`src/rtl/cbrt.sv`:
```
`default_nettype none
// ============================================================================
// Module   : cbrt
// Purpose  : Iterative integer cube root, y = floor(cbrt(x)), for a 24-bit
//            unsigned operand. Digit-by-digit root (one result bit per
//            iteration, MSB first) using a bit-serial shift-add multiplier.
//            Fixed latency of 80 cycles from start edge to result.
// Ports    : clk_i   - clock, rising edge
//            rst_i   - asynchronous active-low reset
//            x_bi    - 24-bit operand, sampled on the start edge
//            start_i - launch request, honoured only while idle
//            busy_o  - high while a computation is in flight
//            y_bo    - 8-bit result, holds the last completed root
// Revision : 1.0 - initial release
// ============================================================================
module cbrt (
    input  logic        clk_i,
    input  logic        rst_i,
    input  logic [23:0] x_bi,
    input  logic        start_i,
    output logic        busy_o,
    output logic [7:0]  y_bo
);

    typedef enum logic [1:0] {
        IDLE = 2'd0,
        PREP = 2'd1,
        MUL  = 2'd2,
        CMP  = 2'd3
    } state_t;

    state_t      state_q, state_d;
    logic [23:0] rem_q, rem_d;
    logic [7:0]  y_q, y_d;
    logic [2:0]  i_q, i_d;
    logic [7:0]  m_q, m_d;
    logic [7:0]  n_q, n_d;
    logic [15:0] acc_q, acc_d;
    logic [2:0]  k_q, k_d;
    logic        busy_q, busy_d;
    logic [7:0]  yo_q, yo_d;

    // Partial product for the current multiplier bit.
    logic [15:0] w_madd;
    // Trial subtrahend b = (3*y*(y+1) + 1) << 3i, kept at full 42 bits so a
    // b that exceeds the 24-bit remainder can never wrap into a false match.
    logic [41:0] w_tri;
    logic [5:0]  w_shift;
    logic [41:0] w_b;
    logic        w_ge;
    logic [7:0]  w_ynext;

    assign w_madd  = {8'd0, m_q} << k_q;
    assign w_tri   = ({26'd0, acc_q} * 42'd3) + 42'd1;
    assign w_shift = {3'd0, i_q} * 6'd3;
    assign w_b     = w_tri << w_shift;
    assign w_ge    = ({18'd0, rem_q} >= w_b);
    assign w_ynext = w_ge ? (y_q + 8'd1) : y_q;

    always_comb begin
        state_d = state_q;
        rem_d   = rem_q;
        y_d     = y_q;
        i_d     = i_q;
        m_d     = m_q;
        n_d     = n_q;
        acc_d   = acc_q;
        k_d     = k_q;
        yo_d    = yo_q;

        case (state_q)
            IDLE: begin
                if (start_i) begin
                    rem_d   = x_bi;
                    y_d     = 8'd0;
                    i_d     = 3'd7;
                    state_d = PREP;
                end
            end
            PREP: begin
                // Shift in a zero digit; multiplier computes y*(y+1) for the
                // doubled y.
                y_d     = {y_q[6:0], 1'b0};
                m_d     = {y_q[6:0], 1'b0};
                n_d     = {y_q[6:0], 1'b1};
                acc_d   = 16'd0;
                k_d     = 3'd0;
                state_d = MUL;
            end
            MUL: begin
                if (n_q[k_q]) begin
                    acc_d = acc_q + w_madd;
                end
                k_d = k_q + 3'd1;
                if (k_q == 3'd7) begin
                    state_d = CMP;
                end
            end
            CMP: begin
                if (w_ge) begin
                    rem_d = rem_q - w_b[23:0];
                end
                y_d = w_ynext;
                if (i_q == 3'd0) begin
                    yo_d    = w_ynext;
                    state_d = IDLE;
                end else begin
                    i_d     = i_q - 3'd1;
                    state_d = PREP;
                end
            end
            default: begin
                state_d = IDLE;
            end
        endcase

        busy_d = (state_d != IDLE);
    end

    always_ff @(posedge clk_i or negedge rst_i) begin
        if (!rst_i) begin
            state_q <= IDLE;
            rem_q   <= 24'd0;
            y_q     <= 8'd0;
            i_q     <= 3'd0;
            m_q     <= 8'd0;
            n_q     <= 8'd0;
            acc_q   <= 16'd0;
            k_q     <= 3'd0;
            busy_q  <= 1'b0;
            yo_q    <= 8'd0;
        end else begin
            state_q <= state_d;
            rem_q   <= rem_d;
            y_q     <= y_d;
            i_q     <= i_d;
            m_q     <= m_d;
            n_q     <= n_d;
            acc_q   <= acc_d;
            k_q     <= k_d;
            busy_q  <= busy_d;
            yo_q    <= yo_d;
        end
    end

    assign busy_o = busy_q;
    assign y_bo   = yo_q;

endmodule
`default_nettype wire

```
`config.mk`:
```
export PLATFORM = sky130hd
export DESIGN_NAME = cbrt
export DESIGN_NICKNAME = d
export VERILOG_FILES = /design/src/rtl/cbrt.sv
export SDC_FILE = /design/constraint.sdc
export NUM_CORES = 1
export LEC_CHECK = 0
export BUFFER_PORTS_ARGS = -buffer_cell sky130_fd_sc_hd__clkbuf_2
export CAP_MARGIN = 20
export CELL_PAD_IN_SITES_DETAIL_PLACEMENT = 0
export CELL_PAD_IN_SITES_GLOBAL_PLACEMENT = 1
export CORE_UTILIZATION = 52
export DETAILED_ROUTE_END_ITERATION = 12
export PLACE_DENSITY_LB_ADDON = 0.1
export RECOVER_POWER = 50
export SETUP_SLACK_MARGIN = 0.1
export SYNTH_ARGS = -nofsm -noshare
export SYNTH_HDL_FRONTEND = slang
export SYNTH_SLANG_ARGS = --single-unit
export TNS_END_PERCENT = 100
```
`constraint.sdc`:
```
create_clock -name clk_i -period 13.55 [get_ports clk_i]
set_clock_uncertainty 0.1 [all_clocks]
set_input_delay 4.065 -clock clk_i [delete_from_list [all_inputs] [get_ports clk_i]]
set_output_delay 4.065 -clock clk_i [all_outputs]
set_load 0.02 [all_outputs]
```
==> reports/metrics.yaml <==
outcome:
  status: "finished, violations left"
  violations: "capacitance limit, slew limit"
grt:
  grt_start_max_net_pins: 57
  first_global_vias: 7091
  grt_busiest_layer: "met2"
  antenna_found_initial: 0
  grt_first_pass_wirelength_um: 37600
  grt.met1_usage_pct: 42.9
  global_route.usage.total_pct: 29.7
  met2_usage_pct: 46.1
  grt_overflow_total: 0
  met3_usage_pct: 4.72
floorplan:
  die-height_um: 127
  placeableCoreArea_um2: 15200
  ioPinCount: 36
  floorplan.initialDensity_pct: 53.1
  die_width_um: 127
  floorplan.die_area_um2: 16000
  row_count: 45
timing:
  clock.fmax_mhz: 129
  finalHoldWorstSlack_ps: 364
  min_period_ps: 7750
  setup-tns-final_ps: 0
  timing.final.max_slew_violations: 57
  finalHoldViolCount: 0
  worst_slack_ps: 5800
  grt_setup_unrepaired: "no"
  relSlewSlack_pct: -124
  final_setup_violation_count: 0
  worstMarginPinSlew_ps: 3360
  timing.final.crit_share_pct: 57.2
detailed_routing:
  post_dr_vias_cell: 6.33
  starting_drt_drc_count: 673
  detail_route.drc_violations: 0
  via_count: 7513
  drt_wl_total_um: 22700
  detailedRoute.firstPassIterationCount: 5
  final_antenna_net_count: 0
  routedWlPerCell_um: 19.1
placement:
  dp_slack_ps: 6960
  gp_congestion: 0.926
  number_of_buffers_inserted_by_port_buffering: 35
  post-place-cells: 1171
  place.detailed.hpwl_um: 17000
logic_synthesis:
  yosysSeqAreaShare_pct: 22.3
  synth_async_sr_flop_share_pct: 100
  synth-seq-cells: 72
  synth_cell_types: 82
  postSynthAreaPerCell_um2: 8.13
  synth_flop_cell: "sky130_fd_sc_hd__dfrtp_1"
  number_of_flops_mapped_to_enable_cells_by_yosys: 0
  synthesis.nets: 1090
  syn_inst: 993
  synth_area_um2: 8080
  ys_warn_count: 0
clock_tree:
  cts_inserted_buffers: 9
  cts.htree.levels: 3
  cts_setup_buffers: 0
  clkSinkCount: 72
  cts_hold_repair.buffers: 0
  clock_tree_from_tritoncts: "done"
  cts.reportedPaths.clkPinSlew_ps: 60
  postCtsResizedCells: 0
  clk-insertion-delay-late_ps: 360
  clock_tree.root_cell: "sky130_fd_sc_hd__clkbuf_16"
  clk_path_buf_depth: 2
setup_path:
  critical-path-top-cell-by-count: "sky130_fd_sc_hd__clkbuf_1"
  crit_path_max_fo: 56
  critical_path.n_buffers_inverters: 2
  worst-endpoint-required_ps: 13160
  path_delay_family: "buffers and inverters"
  critical_path.cell_chain: "clkbuf_1 > clkbuf_1"
  setup.worst_path.start_class: "primary input"
  setup.worst_path.class: "primary input to asynchronous set/reset pin"
  end_kind: "asynchronous set/reset pin"
  crit_path_top_delay_cell: "sky130_fd_sc_hd__clkbuf_1"
  largest_stage_delay_worst_path_ps: 2430
  worstPathArrival_ps: 7360
min_path:
  holdCritPathClass: "flop to flop"
final_layout:
  drive_gt1_share_pct: 9.51
  final-instance-count-excl-fill: 1187
  nNetsFinal: 1091
  final_common_cell: "sky130_fd_sc_hd__nand2_1"
  n_antenna_cell: 0
  areaGrowthSynthToFinish_pct: 5.22
  layout.cells.most_common_list: "sky130_fd_sc_hd__nand2_1, sky130_fd_sc_hd__dfrtp_1, sky130_fd_sc_hd__a21oi_1, sky130_fd_sc_hd__nor2_1, sky130_fd_sc_hd__ha_1"
job:
  cap_viol_max_count: 1
synth_stat cells (all sizes together) (26+ instances only):
cell type,count,area (um^2)
o21ai,74,370
ha,66,826
nor3,28,156
o22ai,31,194
a21o,28,210
inv,42,158
nand3,26,130
dfrtp,72,1800
a21oi,71,367
buf,26,234
mux2i,28,280
xnor2,35,307
clkbuf,32,124
nand2,94,353
nor2,67,251
through the flow:
| stage | util (%) | cell area [um^2] |
|---|---|---|
| finish | 55.9 | 8500 |
| detailed placement | 54.1 | 8230 |
| CTS | 56.0 | 8520 |
| global placement | 54.1 | 8230 |
| floorplan | - | 8080 |
| global route | 55.9 | 8500 |
registers in the layout (all words and copies together), names as in the netlist:
name,cells
busy_o,1
acc_q,15
n_q,8
state_q,2
rem_q,24
y_bo,8
i_q,3
y_q,8
k_q,3
metal layers:
layer	wire, um	share of wire, %	vias to the layer above
li1	-	-	3756
met1	11300	50	3557
met2	10200	45	176
met3	938	4.1	24
met4	317	1.4	0
met5	0	0	-
final timing paths:
path	start	to	slack, ps	cells after the start
setup / recovery	rst_i	n_q[3]	5800	2
hold / removal	n_q[0]	n_q[0]	360	1
setup reg to reg	i_q[0]	rem_q[22]	6860	22
hold reg to reg	n_q[0]	n_q[0]	360	1
max in group clk_i	i_q[0]	rem_q[22]	6860	22
min in group asynchronous	rst_i	acc_q[14]	3820	1
worst reg2reg max path: cells and delay by family (launching register included):
kind	cells	cell delay [ps]
flops	1	840
mux	2	570
fa+ha+maj	2	670
simple gates	7	1250
buf+inv	3	1390
compound gates	8	1790
cell type report:
class / count / area (um^2)
Clock buffer: 9 / 225
Clock inverter: 7 / 61.3
Fill cell: 1456 / 6700
Inverter: 42 / 158
Multi-Input combinational cell: 820 / 5750
Sequential cell: 72 / 1800
Tap cell: 188 / 235
Timing Repair Buffer: 49 / 263
kinds of logic after synthesis:
logic type	after synthesis	synth area share, %
adders and majority gates	70	11.2
xor gates and xnor gates	48	5.30
DFF	72	22.3
muxes	42	6.40
AOI/OAI and AO/OA	355	30.0
and+or+nand+nor	304	18.2
other	1	0.0464
buffers and inverters	101	6.51
Power is not shown: default switching activity piles up to over one toggle a cycle in this logic, so the estimate is an artifact.
